<file path="config.mk">
export PLATFORM = sky130hd
export DESIGN_NAME = rx_frame_collector
export DESIGN_NICKNAME = d
export VERILOG_FILES = /design/src/rtl/rx_frame_collector.sv
export SDC_FILE = /design/constraint.sdc
export NUM_CORES = 1
export LEC_CHECK = 0
export ABC_AREA = 1
export CAP_MARGIN = 20
export CORE_AREA = 2 2 227 139
export CTS_CLUSTER_DIAMETER = 40
export DETAILED_ROUTE_END_ITERATION = 6
export DIE_AREA = 0 0 229 141
export GPL_TIMING_DRIVEN = 0
export PLACE_DENSITY = 0.55
export REMOVE_ABC_BUFFERS = 1
export SYNTH_ARGS = -nofsm -noshare
export SYNTH_HDL_FRONTEND = slang
export SYNTH_SLANG_ARGS = --single-unit
export TNS_END_PERCENT = 30
</file>
<file path="constraint.sdc">
create_clock -name clk -period 3.25 [get_ports clk]
set_input_delay 0.65 -clock clk [delete_from_list [all_inputs] [get_ports clk]]
set_output_delay 0.65 -clock clk [all_outputs]
set_load 0.01 [all_outputs]
</file>
<file path="src/rtl/rx_frame_collector.sv">
// rx_frame_collector: captures one rx_interface frame into a byte buffer
// and holds it, with length/last-bits/error/overflow, until acknowledged.
//
// Ports:
//   clk, rst_n          clock, async active-low reset
//   soc, eoc            frame start / end strobes
//   data, data_bits     received byte and valid bits on final byte (0 = 8)
//   data_valid, error   byte qualifier, Rx error strobe
//   frame_ready         level, a completed frame is held
//   frame_len           bytes stored (including a partial final byte)
//   frame_last_bits     bits in final byte (0 = full)
//   frame_error         error seen anywhere in the frame
//   frame_overflow      more than MAX_BYTES bytes were offered
//   frame_dropped       1-cycle pulse, SOC arrived while holding a frame
//   frame_ack           1-cycle pulse, releases the held frame
//   rd_addr, rd_data    buffer read port, 1-cycle latency
module rx_frame_collector #(
    parameter int MAX_BYTES = 32,
    parameter int LEN_W     = $clog2(MAX_BYTES + 1)
) (
    input  logic             clk,
    input  logic             rst_n,
    input  logic             soc,
    input  logic             eoc,
    input  logic [7:0]       data,
    input  logic [2:0]       data_bits,
    input  logic             data_valid,
    input  logic             error,
    output logic             frame_ready,
    output logic [LEN_W-1:0] frame_len,
    output logic [2:0]       frame_last_bits,
    output logic             frame_error,
    output logic             frame_overflow,
    output logic             frame_dropped,
    input  logic             frame_ack,
    input  logic [LEN_W-1:0] rd_addr,
    output logic [7:0]       rd_data
);

    localparam int AW = $clog2(MAX_BYTES);
    localparam logic [LEN_W-1:0] MAX_L = LEN_W'(MAX_BYTES);

    typedef enum logic [1:0] {
        IDLE = 2'd0,
        RX   = 2'd1,
        HOLD = 2'd2
    } state_t;

    state_t           state, state_n;
    logic [LEN_W-1:0] cnt, cnt_n;
    logic [2:0]       lb, lb_n;
    logic             er, er_n;
    logic             ov, ov_n;
    logic             wr_en;
    logic             drop_n;
    logic             done;

    logic [7:0] mem [MAX_BYTES];

    always_ff @(posedge clk or negedge rst_n) begin
        if (!rst_n) begin
            state <= IDLE;
            cnt   <= '0;
            lb    <= '0;
            er    <= 1'b0;
            ov    <= 1'b0;
        end else begin
            state <= state_n;
            cnt   <= cnt_n;
            lb    <= lb_n;
            er    <= er_n;
            ov    <= ov_n;
        end
    end

    always_comb begin
        state_n = state;
        cnt_n   = cnt;
        lb_n    = lb;
        er_n    = er;
        ov_n    = ov;
        wr_en   = 1'b0;
        drop_n  = 1'b0;
        done    = 1'b0;
        unique case (state)
            IDLE: begin
                if (soc) begin
                    cnt_n   = '0;
                    lb_n    = '0;
                    er_n    = 1'b0;
                    ov_n    = 1'b0;
                    state_n = RX;
                end
            end
            RX: begin
                if (soc) begin
                    cnt_n = '0;
                    lb_n  = '0;
                    er_n  = 1'b0;
                    ov_n  = 1'b0;
                end else begin
                    if (error) begin
                        er_n = 1'b1;
                    end
                    if (data_valid) begin
                        if (cnt < MAX_L) begin
                            wr_en = 1'b1;
                            cnt_n = cnt + 1'b1;
                        end else begin
                            ov_n = 1'b1;
                            er_n = 1'b1;
                        end
                    end
                    if (eoc) begin
                        if (data_valid) begin
                            lb_n = data_bits;
                        end
                        done    = 1'b1;
                        state_n = HOLD;
                    end
                end
            end
            HOLD: begin
                if (frame_ack) begin
                    if (soc) begin
                        // Ack and restart in one cycle: behave as from IDLE.
                        cnt_n   = '0;
                        lb_n    = '0;
                        er_n    = 1'b0;
                        ov_n    = 1'b0;
                        state_n = RX;
                    end else begin
                        state_n = IDLE;
                    end
                end else if (soc) begin
                    drop_n = 1'b1;
                end
            end
            default: state_n = IDLE;
        endcase
    end

    // Published status is captured at EOC so it stays stable across
    // the next frame's reception until the following EOC.
    always_ff @(posedge clk or negedge rst_n) begin
        if (!rst_n) begin
            frame_ready     <= 1'b0;
            frame_len       <= '0;
            frame_last_bits <= '0;
            frame_error     <= 1'b0;
            frame_overflow  <= 1'b0;
            frame_dropped   <= 1'b0;
        end else begin
            frame_ready   <= (state_n == HOLD);
            frame_dropped <= drop_n;
            if (done) begin
                frame_len       <= cnt_n;
                frame_last_bits <= lb_n;
                frame_error     <= er_n;
                frame_overflow  <= ov_n;
            end
        end
    end

    // Byte storage is not reset; cnt < MAX_BYTES bounds the write index.
    always_ff @(posedge clk) begin
        if (wr_en) begin
            mem[cnt[AW-1:0]] <= data;
        end
    end

    always_ff @(posedge clk or negedge rst_n) begin
        if (!rst_n) begin
            rd_data <= '0;
        end else if (rd_addr < MAX_L) begin
            rd_data <= mem[rd_addr[AW-1:0]];
        end else begin
            rd_data <= '0;
        end
    end

endmodule

</file>
# After elaboration in Yosys (flattened, before gate mapping)
# Memories as Yosys holds them, arrays and structs flattened.
# Index checks and enable logic that the tools add are counted.
[op_classes]
eq_ne = 3
mux = 44
reduce_logical = 1
add_sub_neg = 1
order_cmp = 2
[ops]
columns = ["operator", "count"]
rows = [
  ["$mux W6", 5],
  ["$mux W1", 24],
  ["$pmux W6 S3", 1],
  ["$mux W3", 5],
  ["$lt A6 B6 Y1 const B", 2],
  ["$pmux W3 S3", 1],
  ["$mux W2", 4],
  ["$mux W8", 1],
  ["$add A6 B1 Y6 const B", 1],
  ["$pmux W1 S3", 2],
  ["$pmux W2 S3", 1],
  ["$eq A2 B2 Y1 const B", 2],
  ["$eq A2 B1 Y1 const B", 1],
  ["$logic_not A2 Y1", 1],
]
[totals]
inputBits = 24
out_inout_bits = 21
mem_bits_rw = 256
n_memories = 1
regBits = 34
word_cells = 64
[memory_table]
columns = ["memory", "words", "word_bits", "read_ports", "rd_ports_with_merged_regs", "write_ports", "line_no", "source"]
rows = [
  ["mem", 32, 8, 1, 0, 1, "58", "logic [7:0] mem [MAX_BYTES];"],
]

# Longest topological paths before layout
# Gate-level depths: netlist of the first run.
[logic_depth]
depth_word = 7
ltp_mapped = 11
mapped_depth_nobuf = 9

# Worst setup path after synthesis of the first run
# OpenSTA, ideal clock, no wires.
[synth_path]
path_kind = "input to register"
from = "input port soc"
to = "memory mem[19][0] (enable)"
cell_stages = 5
setup_ns = 0.383
t_arrival_ns = 1.632
slack_ns = 1.235
n_path_buf = 0
path_cell_list = "inv_1 > nand2_4 > nor2_4 > inv_1 > nor3_1"
[synth_via]
elab_chain_cells = 4
[synth_rtl]
columns = ["item", "line_no", "source"]
rows = [
  ["start, declared", "23", "input logic soc,"],
  ["$mux W1", "96", "if (soc) begin"],
  ["$mux W1", "85", "unique case (state)"],
  ["$mux W1", "167", "if (wr_en) begin"],
  ["$mux W1 (not written as such)", "168", "mem[cnt[AW-1:0]] <= data;"],
  ["end, declared", "58", ""],
]
# Every way passes these cells.

# Worst setup path in the final report of the first run
[layout_path]
from = "input port rd_addr[0]"
to = "register rd_data[4]"
[layout_via]
elab_chain_cells = 2
word_cells_on_any_way = 3
cone_classes = "order compare: 1; mux: 1; memory: 1"
[layout_rtl]
columns = ["item", "line_no", "source"]
rows = [
  ["start, declared", "36", "input logic [LEN_W-1:0] rd_addr,"],
  ["$mem_v2 Z32 W8 / $lt A6 B6 Y1 (equally long branches)", "-", ""],
  ["$mux W8 *", "175", "end else if (rd_addr < MAX_L) begin"],
  ["end signal, assigned", "176", "rd_data <= mem[rd_addr[AW-1:0]];"],
  ["end, declared", "37", "output logic [7:0] rd_data"],
]
# Every way passes the cells marked *; elsewhere a longest branch is shown, timed or not.
# A chain may end at the register's enable or synchronous reset.

==> qor.csv, run 1 <==
metric;value;unit
Routed WL;28.5;mm
overall power;0.00822;W
register area;8540;um2
core area;30500;um2
fin crit period;2680;ps
library cells used by synthesis;28;
die width;229;um
most frequent CP cell;nand2_1;
worst rel slew slack;31.2;%
Post-synth top cells;363 x nand2_1, 256 x edfxtp_1, 190 x nand3_1;
Post-Syn Area per Cell;11.2;um2
Post-CTS Resized;0;
post-CTS setup buffers;0;
Fin Hold WS;187;ps
Post-Syn Area;12000;um2
first-pass GRT wire length;44.0;mm
crit start category;input pin;
CTS Sinks;290;
Worst-Margin Slew;1030;ps
clock slew at reported path FFs;60;ps
Nets;1129;
DRC;0;
status;completed;
ant diodes;0;
initial DRC count;662;
CP required;3710;ps
leading cell types by total area after synthesis;edfxtp_1 64%, nand2_1 11%, nand3_1 8.0%, dfrtp_1 7.1%, nor2_1 2.5%;
Initial Util;39.2;%
fin. max-slew vios;0;
HP Class;in -> async;
CP Cell Sequence;buf_4 -> buf_16 -> inv_4 -> buf_16 -> nand2_1 -> nand3_1 -> nand3_1 -> nand2_1 -> nand2_1 -> nand3_1 -> nand2_1 -> nor2_1;
Synth area leader;edfxtp_1;
area occupied by multi-input gates;2990;um2
routed via count;7655;
RSZ-0062 raised after global routing;no;
asr flop ratio synth;11.7;%
P_leak;5.13;nW
Area Overhead vs Synth;15.9;%
Max Fclk;0.373;GHz
number of synthesized flops with an enable pin;256;
FF+latch count, synth;290;
Avg Vias per Cell;4.98;
Final Skew;13.0;ps
final hold vios;0;
CP max stage cell;inv_4;
critical path fanouts, max;81;
Crit path max-delay family;buffers and inverters;
port bufs;44;
# rows;50;
Die ar.;32300;um2
Synth top area share;64.3;%
clk_lat worst skew;560;ps
CTS H-tree lvls;1;
Peak VDD IR;0.360;mV
Crit. End Element;register;
largest net degree at the start of global routing;82;
hold bufs inserted after CTS;0;
vias in the first global route;7180;
yosys warns;0;
layout cells sized above 1;6.24;%
Longest Clk Path Bufs;3;
initial antenna violation count;0;
Boundary Pins;45;
Clock Tree Root;clkbuf_16;
max cap viols;0;
Die Ht;141;um
fin crit share;82.5;%
critical path class;in -> reg;
Routed WL per cell;18.6;um
Placement Setup Slack;-4.40;ps
DP HPWL;17.4;mm
Total GRT Usage;18.0;%
crit-path max cell delay;580;ps
antenna-violating nets left;0;
TritonCTS Buffers;30;
Power Dens Cells;593;nW/um2
grt ovf;0;
CP bufs+invs;4;
placer's final routability congestion estimate;0.797;
worst r2r src;state[1]$_DFF_PN0_;
Worst Slack Setup Final;569;ps
Layout fillers;2875;
final setup vio count;0;
Syn Inst Count;1065;
CTS tree;built;
DRT Pass-1 Iters;4;
critical path startpoint;rd_addr[0];
top-count cell post-synth;nand2_1;
critical path data arrival time;3150;ps
Post-synth top flop;edfxtp_1;
post-synthesis sequential area ratio;71.4;%
## worst reg2reg max path, stage by stage (launching register included)
cell,delay [ps]
dfrtp_1,470
nor2_4,230
nand2_4,100
nor2_4,150
nand2_1,270
nor2_1,850
## power breakdown
group          total (W)  switching (W)  internal (W)
Sequential       0.00413      0.0000258       0.00410
Clock            0.00349        0.00142       0.00206
Combinational   0.000611       0.000406      0.000205
## routing by layer
| layer | part of all wire, % | GRT usage [%] | up-vias |
|---|---|---|---|
| met5 | 0 | 0 | - |
| met4 | 1.5 | 3.73 | 0 |
| met3 | 5.1 | 3.07 | 41 |
| met2 | 42 | 25.6 | 191 |
| met1 | 52 | 28.6 | 3684 |
| li1 | - | - | 3739 |
## registers in the layout, summed over array words and instances, names as in the netlist
name / count
er: 1
frame_dropped: 1
cnt: 6
mem: 256
frame_overflow: 1
rd_data: 8
state: 2
frame_ready: 1
frame_last_bits: 3
lb: 3
frame_error: 1
frame_len: 6
ov: 1
## layout make-up
cell class / instances / share of cell area [%]
clock inverters: 17 / 1.45
clock buffers: 37 / 5.76
well taps: 416 / 3.76
inverters: 30 / 0.849
repair buffers: 56 / 5.04
flip-flops and latches: 290 / 61.6
multi-input cells: 692 / 21.5
## worst paths after layout
path,cells past startpoint,slack [ps],end
worst max-delay path,12,570,rd_data[4]$_DFF_PN0_
worst max register to register,5,780,mem[9][7]$_DFFE_PP_
max in group asynchronous,1,2550,rd_data[2]$_DFF_PN0_
worst min-delay path,1,190,frame_overflow$_DFFE_PN0P_
worst min register to register,2,480,frame_overflow$_DFFE_PN0P_
min in group clk,2,480,frame_overflow$_DFFE_PN0P_
## layout by cell type, fill, tap and decap left out, types with 2 or more instances in the layout
cell type / Yosys / routed
nor2_1: 80 / 80
clkinv_2: 0 / 3
nand2_1: 363 / 363
ha_1: 5 / 5
nor2_4: 2 / 2
buf_16: 0 / 8
o21ai_1: 5 / 5
clkbuf_1: 4 / 6
nor3_1: 3 / 3
edfxtp_1: 256 / 256
buf_2: 26 / 4
inv_1: 25 / 24
inv_4: 0 / 2
o22ai_1: 3 / 3
clkinv_1: 1 / 5
clkdlybuf4s50_1: 0 / 40
nand3_1: 190 / 190
clkinv_4: 0 / 2
a21oi_1: 4 / 4
nand4_1: 2 / 2
clkbuf_16: 0 / 31
bufinv_16: 0 / 4
inv_2: 4 / 3
clkinvlp_4: 0 / 3
buf_8: 0 / 2
dfrtp_1: 34 / 34
o21ai_0: 28 / 28
## cell families after synthesis
group	Yosys count	synth area share, %
and+or+nand+nor	642	22.4
AOI/OAI and AO/OA	45	2.02
DFF	290	71.4
adders and majority gates	5	0.523
buffers and inverters	83	3.60
## stage by stage
| stage | utilization, % | std cells | area (um2) | TNS [ps] |
|---|---|---|---|---|
| 2_1_floorplan | - | 1012 | 11600 | 0 |
| 3_3_place_gp | 41.3 | 1472 | 12600 | -49770 |
| 3_5_place_dp | 42.0 | 1483 | 12800 | -4.40 |
| 4_1_cts | 45.3 | 1537 | 13800 | 0 |
| 5_1_grt | 45.4 | 1538 | 13900 | 0 |
| 6_report | 45.4 | 1538 | 13900 | 0 |
Note: power is estimated with default switching activity, not from simulation.
==> run 2: changes to the inputs <==
--- a/config.mk
+++ b/config.mk
@@ -12,7 +12,7 @@
 export DETAILED_ROUTE_END_ITERATION = 6
 export DIE_AREA = 0 0 229 141
 export GPL_TIMING_DRIVEN = 0
-export PLACE_DENSITY = 0.55
+export PLACE_DENSITY = 0.57
 export REMOVE_ABC_BUFFERS = 1
 export SYNTH_ARGS = -nofsm -noshare
 export SYNTH_HDL_FRONTEND = slang
==> constraint.sdc (replaced) <==
create_clock -name clk -period 2.25 [get_ports clk]
set_input_delay 0.45 -clock clk [delete_from_list [all_inputs] [get_ports clk]]
set_output_delay 0.45 -clock clk [all_outputs]
set_load 0.01 [all_outputs]
==> run 2 against run 1 <==
Effect of this change: the flow now finishes with violations (negative setup slack); clock skew down 1.6 ps; non-clock buffer count increased by 5; worst setup slack got worse by 690 ps; sequential share of layout area fell by 1.2 points; final area increased by 1.9%; register-to-register slack worse by 900 ps; power grew 47%; sequential power up 44%; combinational power up 48%; critical path type is now reg -> reg; largest cell class unchanged.
==> qor.csv, run 2 (synthesis results as in run 1) <==
metric;value;unit
status;finished with violations;
failing checks;negative setup slack;
max cap viols;0;
CTS Sinks;290;
fin crit period;2370;ps
Max Fclk;0.422;GHz
Initial Util;39.2;%
CP Cell Sequence;nor2_4 -> nand2_4 -> nor2_4 -> nand2_1 -> nor2_2;
Crit path max-delay family;simple AND/OR/NAND/NOR gates;
final std cells w/o fill;1541;
fin crit share;105;%
initial antenna violation count;0;
CTS H-tree lvls;1;
core area;30500;um2
largest net degree at the start of global routing;86;
Final Skew;11.4;ps
TritonCTS Buffers;30;
flop2flop setup slack;-120;ps
most common cell after layout, fill and taps aside;nand2_1;
Worst Hold Endpoint;frame_error$_DFFE_PN0P_;
critical path class;reg -> reg;
Worst-Margin Slew;922;ps
most frequent CP cell;nor2_4;
Longest Clk Path Bufs;3;
grt ovf;0;
Peak VDD IR;0.586;mV
critical path data arrival time;2560;ps
crit start category;register;
Boundary Pins;45;
Worst Slack Setup Final;-122;ps
CP max stage cell;nor2_2;
Total GRT Usage;17.7;%
worst rel slew slack;38.3;%
critical path fanouts, max;8;
Placed Cells;1485;
Area Overhead vs Synth;18.2;%
Routed WL;28.3;mm
layout cells sized above 1;9.16;%
Power Dens Cells;855;nW/um2
Die Ht;141;um
max reg flops;256;
CTS tree;built;
clock slew at reported path FFs;60;ps
Avg Vias per Cell;4.99;
P_leak;5.19;nW
# rows;50;
routed via count;7687;
overall power;0.0121;W
hold path start;frame_error$_DFFE_PN0P_;
clk_lat worst skew;560;ps
most frequent cells in the layout;362 x nand2_1, 256 x edfxtp_1, 190 x nand3_1;
ant diodes;0;
Routed WL per cell;18.4;um
RSZ-0062 raised after global routing;yes;
Crit. End Element;register;
Die ar.;32300;um2
worst r2r src;state[1]$_DFF_PN0_;
crit-path max cell delay;630;ps
first-pass GRT wire length;43.6;mm
final hold vios;0;
die width;229;um
fin. max-slew vios;0;
Fin Hold WS;475;ps
CP bufs+invs;0;
placer's final routability congestion estimate;0.825;
Clock Tree Root;clkbuf_16;
initial DRC count;766;
HP Class;reg -> reg;
DRC;0;
Reg2Reg Depth;5;
hold depth;2;
FF-to-FF End;mem[9][3]$_DFFE_PP_;
Placement Setup Slack;-703;ps
Nets;1134;
final setup vio count;97;
DP HPWL;17.9;mm
antenna-violating nets left;0;
vias in the first global route;7227;
DRT Pass-1 Iters;5;
CP required;2440;ps
setup TNS;-4520;ps
port bufs;44;
## run 2: through the flow
| step | area [um2] | util, % |
|---|---|---|
| finish | 14100 | 46.3 |
| global placement | 12600 | 41.3 |
| CTS | 14000 | 45.8 |
| detailed placement | 12900 | 42.2 |
| floorplan | 11600 | - |
| global route | 14100 | 46.3 |
## run 2: repair_timing
| item | in CTS | in global routing |
|---|---|---|
| endpoints found under the hold margin | 9 | 0 |
| setup endpoints to repair | 227 | 224 |
| cloned | 0 | 0 |
| buffers inserted | 0 | 1 |
| pin swaps | 0 | 2 |
| hold buffers | 1 | 0 |
| gates resized for setup | 17 | 28 |
## run 2: layout make-up
type	count	area (um2)
Inverter	30	120
Tap cell	416	520
Timing Repair Buffer	61	795
Sequential cell	290	8540
Multi-Input combinational cell	692	3110
Clock inverter	17	249
Clock buffer	35	791
Fill cell	2814	16400
## run 2: how the worst max path moves through the flow
stage                        from                   end  slack [ps]  cells past startpoint
5_1_grt        state[1]$_DFF_PN0_   mem[9][3]$_DFFE_PP_        -240                      5
6_report       state[1]$_DFF_PN0_   mem[9][3]$_DFFE_PP_        -120                      5
3_5_place_dp           data_valid   mem[8][5]$_DFFE_PP_        -700                      5
4_1_cts        state[1]$_DFF_PN0_  mem[30][2]$_DFFE_PP_        -210                      5
3_3_place_gp           rd_addr[0]  rd_data[7]$_DFF_PN0_       -7180                      8
2_1_floorplan          rd_addr[0]  rd_data[2]$_DFF_PN0_         210                      7
## run 2: power breakdown
part           switching, W  total (W)  internal [W]
sequential        0.0000352    0.00596       0.00593
clock               0.00203    0.00522       0.00319
combinational      0.000596   0.000906      0.000310
total               0.00266     0.0121       0.00943
## run 2: worst register-to-register path: stages, from the launching register on
cell,delay [ps]
dfrtp_1,480
nor2_4,250
nand2_4,100
nor2_4,170
nand2_1,370
nor2_2,630
## run 2: per-layer routing
layer	wire (um)	share of wire [%]	GRT usage, %	vias to the layer above
li1	-	-	-	3755
met1	14500	51	28.6	3714
met2	11800	42	24.6	186
met3	1640	5.8	3.11	32
met4	427	1.5	3.62	0
met5	0	0	0	-
